**config.mk**
```make
export PLATFORM = sky130hd
export DESIGN_NAME = key_input_conditioner
export DESIGN_NICKNAME = d
export VERILOG_FILES = /design/src/rtl/key_input_conditioner_pkg.sv /design/src/rtl/key_input_conditioner_debouncer.sv /design/src/rtl/key_input_conditioner.sv
export SDC_FILE = /design/constraint.sdc
export NUM_CORES = 1
export LEC_CHECK = 0
export CAP_MARGIN = 10
export CORE_ASPECT_RATIO = 1.25
export CORE_MARGIN = 8
export CORE_UTILIZATION = 63
export CTS_CLUSTER_DIAMETER = 150
export DETAILED_ROUTE_END_ITERATION = 7
export GPL_ROUTABILITY_DRIVEN = 1
export GPL_TIMING_DRIVEN = 0
export PLACE_DENSITY = 0.78
export SKIP_LAST_GASP = 1
export SLEW_MARGIN = 20
export SYNTH_ARGS = -nofsm -noshare
export SYNTH_HDL_FRONTEND = slang
export SYNTH_SLANG_ARGS = --single-unit
```
**constraint.sdc**
```tcl
create_clock -name clock -period 2.9 [get_ports clock]
set_clock_uncertainty 0.1 [all_clocks]
set_input_delay 0.87 -clock clock [delete_from_list [all_inputs] [get_ports clock]]
set_output_delay 0.87 -clock clock [all_outputs]
set_load 0.05 [all_outputs]
```
**src/rtl/key_input_conditioner_pkg.sv**
```systemverilog
// Shared definitions for the key input conditioner: active-low levels,
// key indices, FSM state encoding and small helper functions.
package key_input_conditioner_pkg;

  // Keys and outputs are active-low.
  localparam logic ON  = 1'b0;
  localparam logic OFF = 1'b1;

  localparam logic [1:0] KEY_LEFT  = 2'd0;
  localparam logic [1:0] KEY_RIGHT = 2'd1;
  localparam logic [1:0] KEY_UP    = 2'd2;
  localparam logic [1:0] KEY_DOWN  = 2'd3;

  typedef enum logic [1:0] {
    ST_IDLE   = 2'd0,
    ST_PULSE  = 2'd1,
    ST_DELAY  = 2'd2,
    ST_REPEAT = 2'd3
  } state_t;

  // Width of a counter that runs 0 .. n-1 (never narrower than one bit).
  function automatic int cnt_width(input int n);
    return (n <= 2) ? 1 : $clog2(n);
  endfunction

  function automatic int max3(input int a, input int b, input int c);
    int m;
    m = (a > b) ? a : b;
    return (m > c) ? m : c;
  endfunction

  // Fixed priority Left > Right > Up > Down among pressed keys (1 = pressed).
  function automatic logic [1:0] pick_key(input logic [3:0] pressed);
    if (pressed[KEY_LEFT])       return KEY_LEFT;
    else if (pressed[KEY_RIGHT]) return KEY_RIGHT;
    else if (pressed[KEY_UP])    return KEY_UP;
    else                         return KEY_DOWN;
  endfunction

endpackage

```
**src/rtl/key_input_conditioner_debouncer.sv**
```systemverilog
// One key: 2-flop synchronizer followed by a stability counter. The
// debounced level only changes after the synced level has differed from
// it for DEBOUNCE_CYCLES consecutive cycles.
module key_debouncer
  import key_input_conditioner_pkg::*;
#(
  parameter int DEBOUNCE_CYCLES = 1_000_000
) (
  input  logic clock,
  input  logic resetApp,
  input  logic raw,
  output logic debounced
);

  localparam int CW = cnt_width(DEBOUNCE_CYCLES);
  localparam logic [CW-1:0] LAST = CW'(DEBOUNCE_CYCLES - 1);

  logic          sync1;
  logic          sync2;
  logic          deb_q;
  logic [CW-1:0] cnt;

  // Synchronizer; resets to released so a reset never looks like a press.
  always_ff @(posedge clock or negedge resetApp) begin
    if (!resetApp) begin
      sync1 <= OFF;
      sync2 <= OFF;
    end else begin
      sync1 <= raw;
      sync2 <= sync1;
    end
  end

  // Stability counter: any agreement restarts the count.
  always_ff @(posedge clock or negedge resetApp) begin
    if (!resetApp) begin
      cnt   <= '0;
      deb_q <= OFF;
    end else if (sync2 == deb_q) begin
      cnt <= '0;
    end else if (cnt == LAST) begin
      cnt   <= '0;
      deb_q <= ~deb_q;
    end else begin
      cnt <= cnt + CW'(1);
    end
  end

  assign debounced = deb_q;

endmodule

```
**src/rtl/key_input_conditioner.sv**
```systemverilog
// Four-key conditioner: debounced keys feed a single FSM that emits a
// fixed-length ON pulse on press, then auto-repeats while the key is held.
// Outputs and KeyBusy are registered from the next-state decode so they
// are glitch-free and line up with the state register.
module key_input_conditioner
  import key_input_conditioner_pkg::*;
#(
  parameter int DEBOUNCE_CYCLES = 1_000_000,
  parameter int PULSE_CYCLES    = 5_000_000,
  parameter int REPEAT_DELAY    = 25_000_000,
  parameter int REPEAT_PERIOD   = 10_000_000
) (
  input  logic       clock,
  input  logic       resetApp,
  input  logic [3:0] RawKey,
  output logic       KeyLeft,
  output logic       KeyRight,
  output logic       KeyUp,
  output logic       KeyDown,
  output logic       KeyBusy
);

  localparam int CW = cnt_width(max3(PULSE_CYCLES, REPEAT_DELAY, REPEAT_PERIOD));
  localparam logic [CW-1:0] PULSE_LAST  = CW'(PULSE_CYCLES - 1);
  localparam logic [CW-1:0] DELAY_LAST  = CW'(REPEAT_DELAY - 1);
  localparam logic [CW-1:0] PERIOD_LAST = CW'(REPEAT_PERIOD - 1);

  logic [3:0]    deb;
  logic [3:0]    pressed;
  state_t        state, next_state;
  logic [CW-1:0] cnt, next_cnt;
  logic [1:0]    active, next_active;
  logic          first, next_first;
  logic [3:0]    keys_q, next_keys;
  logic          busy_q;

  for (genvar i = 0; i < 4; i++) begin : g_key
    key_debouncer #(
      .DEBOUNCE_CYCLES(DEBOUNCE_CYCLES)
    ) u_deb (
      .clock    (clock),
      .resetApp (resetApp),
      .raw      (RawKey[i]),
      .debounced(deb[i])
    );
  end

  assign pressed = ~deb;

  // State, counter, latched key and registered outputs.
  always_ff @(posedge clock or negedge resetApp) begin
    if (!resetApp) begin
      state  <= ST_IDLE;
      cnt    <= '0;
      active <= KEY_LEFT;
      first  <= 1'b0;
      keys_q <= {4{OFF}};
      busy_q <= 1'b0;
    end else begin
      state  <= next_state;
      cnt    <= next_cnt;
      active <= next_active;
      first  <= next_first;
      keys_q <= next_keys;
      busy_q <= (next_state != ST_IDLE);
    end
  end

  // Next-state logic; the pulse always runs to completion, release is only
  // honoured in the OFF phases.
  always_comb begin
    next_state  = state;
    next_cnt    = cnt + CW'(1);
    next_active = active;
    next_first  = first;
    next_keys   = {4{OFF}};
    case (state)
      ST_IDLE: begin
        next_cnt = '0;
        if (|pressed) begin
          next_active = pick_key(pressed);
          next_first  = 1'b1;
          next_state  = ST_PULSE;
        end
      end
      ST_PULSE: begin
        if (cnt == PULSE_LAST) begin
          next_cnt   = '0;
          next_first = 1'b0;
          next_state = first ? ST_DELAY : ST_REPEAT;
        end
      end
      ST_DELAY, ST_REPEAT: begin
        if (deb[active] == OFF) begin
          next_cnt   = '0;
          next_state = ST_IDLE;
        end else if (cnt == ((state == ST_DELAY) ? DELAY_LAST : PERIOD_LAST)) begin
          next_cnt   = '0;
          next_state = ST_PULSE;
        end
      end
      default: begin
        next_cnt   = '0;
        next_state = ST_IDLE;
      end
    endcase
    if (next_state == ST_PULSE) next_keys[next_active] = ON;
  end

  assign KeyLeft  = keys_q[KEY_LEFT];
  assign KeyRight = keys_q[KEY_RIGHT];
  assign KeyUp    = keys_q[KEY_UP];
  assign KeyDown  = keys_q[KEY_DOWN];
  assign KeyBusy  = busy_q;

endmodule

```
Yosys cells after proc, flatten, opt, wreduce, memory -nomap -nowiden:

Cells that the tools add are included.

* register bits: 127
* bits of input ports: 6
* output and inout port bits: 5
* logic and storage cells: 99

* add/sub/neg operators: 5
* $lt $le $gt $ge: 3
* eq/ne operators: 16
* muxes and demuxes: 32
* bitwise operators: 10
* reduce and logical (&&, ||, !) cells: 11

Operator list (number)
* 20-bit 2-to-1 mux: 8
* 25-bit 2-to-1 mux: 4
* 20-bit by 1-bit adder with 20-bit output, second input constant: 4
* 20-bit equality test, second input constant: 4
* 25-bit one-hot mux with 3 select lines: 1
* 25-bit by 1-bit adder with 25-bit output, second input constant: 1
* 25-bit by 23-bit equality test with 1-bit output, second input constant: 1
* 25-bit equality test: 1
* 2-bit 2-to-1 mux: 8
* 1-bit inverter: 8
* 4-bit inverter: 2
* 2-bit AND reduction: 4
* 2-bit by 3-bit < comparator with 1-bit output, second input constant: 2
* 1-bit 2-to-1 mux: 6
* 2-bit one-hot mux with 3 select lines: 1
* 1-bit equality test: 4
* 2-bit by 1-bit equality test with 1-bit output, second input constant: 2
* 2-bit equality test, second input constant: 2
* 4-bit 2-to-1 mux: 1
* 2-bit != test, second input constant: 2
* 2-bit nonzero test: 2
* 4-bit OR reduction: 1
* 3-bit AND reduction: 1
* 1-bit binary-select mux with 2-bit select: 1
* 6 further kinds: 6

Depth between registers and ports, before layout:

* depth in word-level cells: 12
* mapped depth: 8
* gate-level depth less buffers: 6

Hierarchy:

From an unflattened synthesis, not the netlist that was laid out.

* cell total of the unflattened synthesis: 612
* area total of the unflattened synthesis: 6273.5 um^2

Modules (own cells, without submodules)
* key_debouncer: times used 4, cells an instance 108, area an instance 1118.6 um^2, seq. area each 579.3 um^2
* key_input_conditioner: times used 1, cells an instance 180, area an instance 1799.2 um^2, seq. area each 880.8 um^2

Least setup slack after synthesis:

OpenSTA, ideal clock, no wires.

* path kind: reg-to-reg
* start: reg cnt[0]
* end: reg cnt[4]
* setup time: 119 ps
* arrival: 1727 ps
* required time: 2681 ps
* slack: 954 ps
* stages on the path, launching flop included: 8
* buffers on the path: 1
* clock period less this slack: 1946 ps
* cell sequence: dfrtp_1 -> ha_1 -> and4_1 -> nand3_1 -> nor4_4 -> a2bb2oi_4 -> buf_6 -> nor2_1

* cells in the longest elaborated chain, start to end: 4
* elaborated cells on any way between the ends: 7
* those cells by class: add/sub (1); eq/ne (2); mux (4)

RTL lines
* from (decl): line key_input_conditioner.sv:31 `logic [CW-1:0] cnt, next_cnt;`
* from (signal assigned): line key_input_conditioner.sv:61 `cnt <= next_cnt;`
* 25-bit by 1-bit adder with 25-bit output or 25-bit equality test (tied branches): line key_input_conditioner.sv:73, key_input_conditioner.sv:97
* 25-bit 2-to-1 mux: line key_input_conditioner.sv:97 `end else if (cnt == ((state == ST_DELAY) ? DELAY_LAST : PERIOD_LAST)) begin`
* 25-bit 2-to-1 mux: line key_input_conditioner.sv:94 `if (deb[active] == OFF) begin`
* 25-bit one-hot mux with 3 select lines *: line key_input_conditioner.sv:77 `case (state)`
* via next_cnt[4]: line key_input_conditioner.sv:31

The timed path passes the listed nets; every way through them passes the cells marked *.
A chain may end at the register's enable or synchronous reset.

Final worst setup path:

* start: reg keys_q[3]
* end: out KeyDown

RTL lines
* from (decl): line key_input_conditioner.sv:34 `logic [3:0] keys_q, next_keys;`
* from (signal assigned): line key_input_conditioner.sv:57 `keys_q <= {4{OFF}};`
* from (signal assigned): line key_input_conditioner.sv:64 `keys_q <= next_keys;`
* to (decl): line key_input_conditioner.sv:19 `output logic KeyDown,`

No word-level cell between the ends.

==> metrics <==
R2R setup slack between 0.4 and 0.5 ns; CTS tree yes; nets approximately 640; post-route minimum period around 2.7 ns; DIE AREA ~13000 µm²; WL/cell approximately 16 µm; critical path depth 1; die height 126 µm; hold-fix buffers at CTS 0; # IOs 11; maximum buffer depth of the clock tree 2; Hold Path Depth 0; vias per cell ~5.7; sequential share of the synthesized area approximately 52%; count of cell types in the netlist 44; 1st-iter DRT viols approximately 250; Register Area 3200 µm²; Slew headroom ~57%; antenna cell count 0; Worst Setup Path Type flop to output pin; Setup-failing EPs final 0; Yosys reg bits ~130; status finished, final reports clean; Final Cycle Share ~93%; Setup crit end kind output pin; global route overflow 0; post-synthesis net count around 610; DRT Pass-1 Iters 5; Layout fillers 629; layout cells sized above 1 11.8%; FFs w/ async S/R, synth 100%; Crit path arrival time 1.72 ns; Finished Layout Cells 769; placed instance area around 6400 µm²; Worst-Margin Slew ~0.65 ns; Yosys warning count 0; Multi-input gate area between 2000 and 3000 µm²; Pwr Density between 600 and 700 nW/µm²; Worst-path clk slew 0.06 ns; CTS root buf clkbuf_16; crit start category flop; Die X just over 100 µm; worst path cell trace clkdlybuf4s50_1; Fmax 372 MHz; Layout area overhead 15.4%; CP Max Fanout 1; number of enable flip-flop cells after synthesis 0; routed wire length roughly 12 mm; post-synthesis cell area 6100 µm²; delay-heaviest family, CP buffers and inverters; Cell Rows 40; final hold vios 0; Main synth FF type dfrtp_1; Reg2Reg Capture Point g_key[3].u_deb.cnt[12]; Worst IR Drop VDD slightly below 0.5 mV; core area approximately 9500 µm²; Tot GR Track Use about a fifth; CP required roughly 1.9 ns; Gate Count Post-Synth 600; Worst path slowest cell clkdlybuf4s50_1; starting density of the core 64.1%; largest net degree at the start of global routing roughly 80; max-slew violation count 0; Via Count about 4400; post_cts resized 0; Critical path buffers and inverters 1; Placer Congestion ~0.84; Hold WC Path Type flop to flop; Max Cap Viol 0; vias in the first global route 4500; post-route cell area slightly above 7000 µm²; DP Cell Count approximately 740; clock sinks 127; R2R cell count 8; HPWL after DPL 7.67 mm; first-pass GRT wire length 20.8 mm; H-Tree Depth 4; total power around 4.3 mW; IO buf count 10; RSZ-0062 raised after global routing false; FF-to-FF Start g_key[3].u_deb.cnt[0]; CTS buffer count 17; syn avg cell area around 10 µm²; Residual DRC 0; leak pwr 2.97 nW; Post CTS Setup Buffer Count 0; antenna viol nets, final 0; min-delay src g_key[3].u_deb.sync1; Worst Hold Endpoint g_key[3].u_deb.sync2; Clock Latency Late Sink 0.42 ns; max incr delay on CP ~0.8 ns; antenna violations before repair 0
-- power breakdown --
group / switching (mW) / internal (mW) / total, mW
sequential: 0.0167 / 1.80 / 1.81
clock: 0.796 / 1.55 / 2.35
combinational: 0.0662 / 0.0311 / 0.0974
total: 0.879 / 3.38 / 4.26
-- area by class of cell --
class	instances	share of cell area, %
plain buffers	14	1.24
clock buffers	19	6.30
clock inverters	13	2.99
inverters	15	0.800
multi-input cells	444	39.1
flip-flops and latches	127	45.5
well taps	126	2.24
repair buffers	11	1.83
-- through the flow --
stage                     TNS (ns)  util, %  setup slack, ns  hold WS, ns
final                            0     74.0            0.209        0.255
after floorplan                  0        -            0.954        0.245
after global routing             0     74.0            0.170        0.259
after detailed placement         0     67.1            0.559        0.247
after CTS                        0     74.0            0.193        0.256
after global placement     -469.14     66.8            -3.89        0.247
-- flip-flops by register name, indices dropped and copies added (netlist names) --
name,flops
KeyBusy,1
state,2
keys_q,4
first,1
active,2
g_key.u_deb.sync1,4
cnt,25
g_key.u_deb.sync2,4
g_key.u_deb.debounced,4
g_key.u_deb.cnt,80
-- routing by layer --
metal  track usage (%)  vias to the layer above  share of wire (%)
li1                  -                     2093                  -
met1              22.4                     2169                 42
met2              34.0                       71                 53
met3              4.59                       18                3.4
met4              7.69                        0                1.4
met5                 0                        -                  0
-- placed cells by master, fill, tap and decap left out, types with 5 or more instances in the layout --
cell type,n
nor4_1,7
nand4_1,25
xor2_1,48
clkdlybuf4s50_1,9
ha_1,5
a21oi_1,7
xnor2_1,50
dfrtp_1,111
and4_1,13
and3_1,12
nor4b_1,6
clkbuf_1,5
nor3_1,15
inv_1,15
nor2_1,130
clkbuf_16,17
dfstp_2,16
nand3_1,43
nand2_1,39
bufinv_16,5
-- synthesized netlist by cell type (all sizes together), types with 5 or more instances --
cell   instances  area, µm²
ha             5       62.6
nand2         39        146
nor2         130        488
xor2          48        420
and4          13        114
a21oi          7       35.0
nand4         25        156
nor3          16       85.1
inv           15       56.3
nand3         43        215
nor4          11        103
and3          12       75.1
dfrtp        111       2780
buf           10       72.6
nor4b          6       52.6
xnor2         50        438
dfstp         16        420
-- cells by family after synthesis --
group           count (synthesis)  synth area share, %
buf+inv                        29                 2.36
mux                             5                 1.09
compound gates                 16                 2.16
flops                         127                 52.5
simple gates                  320                 26.8
fa+ha+maj                       5                 1.03
xor+xnor                       98                 14.1
-- worst max path at each step --
stage	startpoint	end	slack [ns]
finish	keys_q[3]	KeyDown	0.21
floorplan	cnt[0]	cnt[4]	0.95
detailed placement	g_key[3].u_deb.cnt[0]	g_key[3].u_deb.cnt[12]	0.56
global placement	resetApp	g_key[3].u_deb.cnt[14]	-3.89
global route	keys_q[3]	KeyDown	0.17
CTS	keys_q[3]	KeyDown	0.19
(Power assumes the default switching activity.)
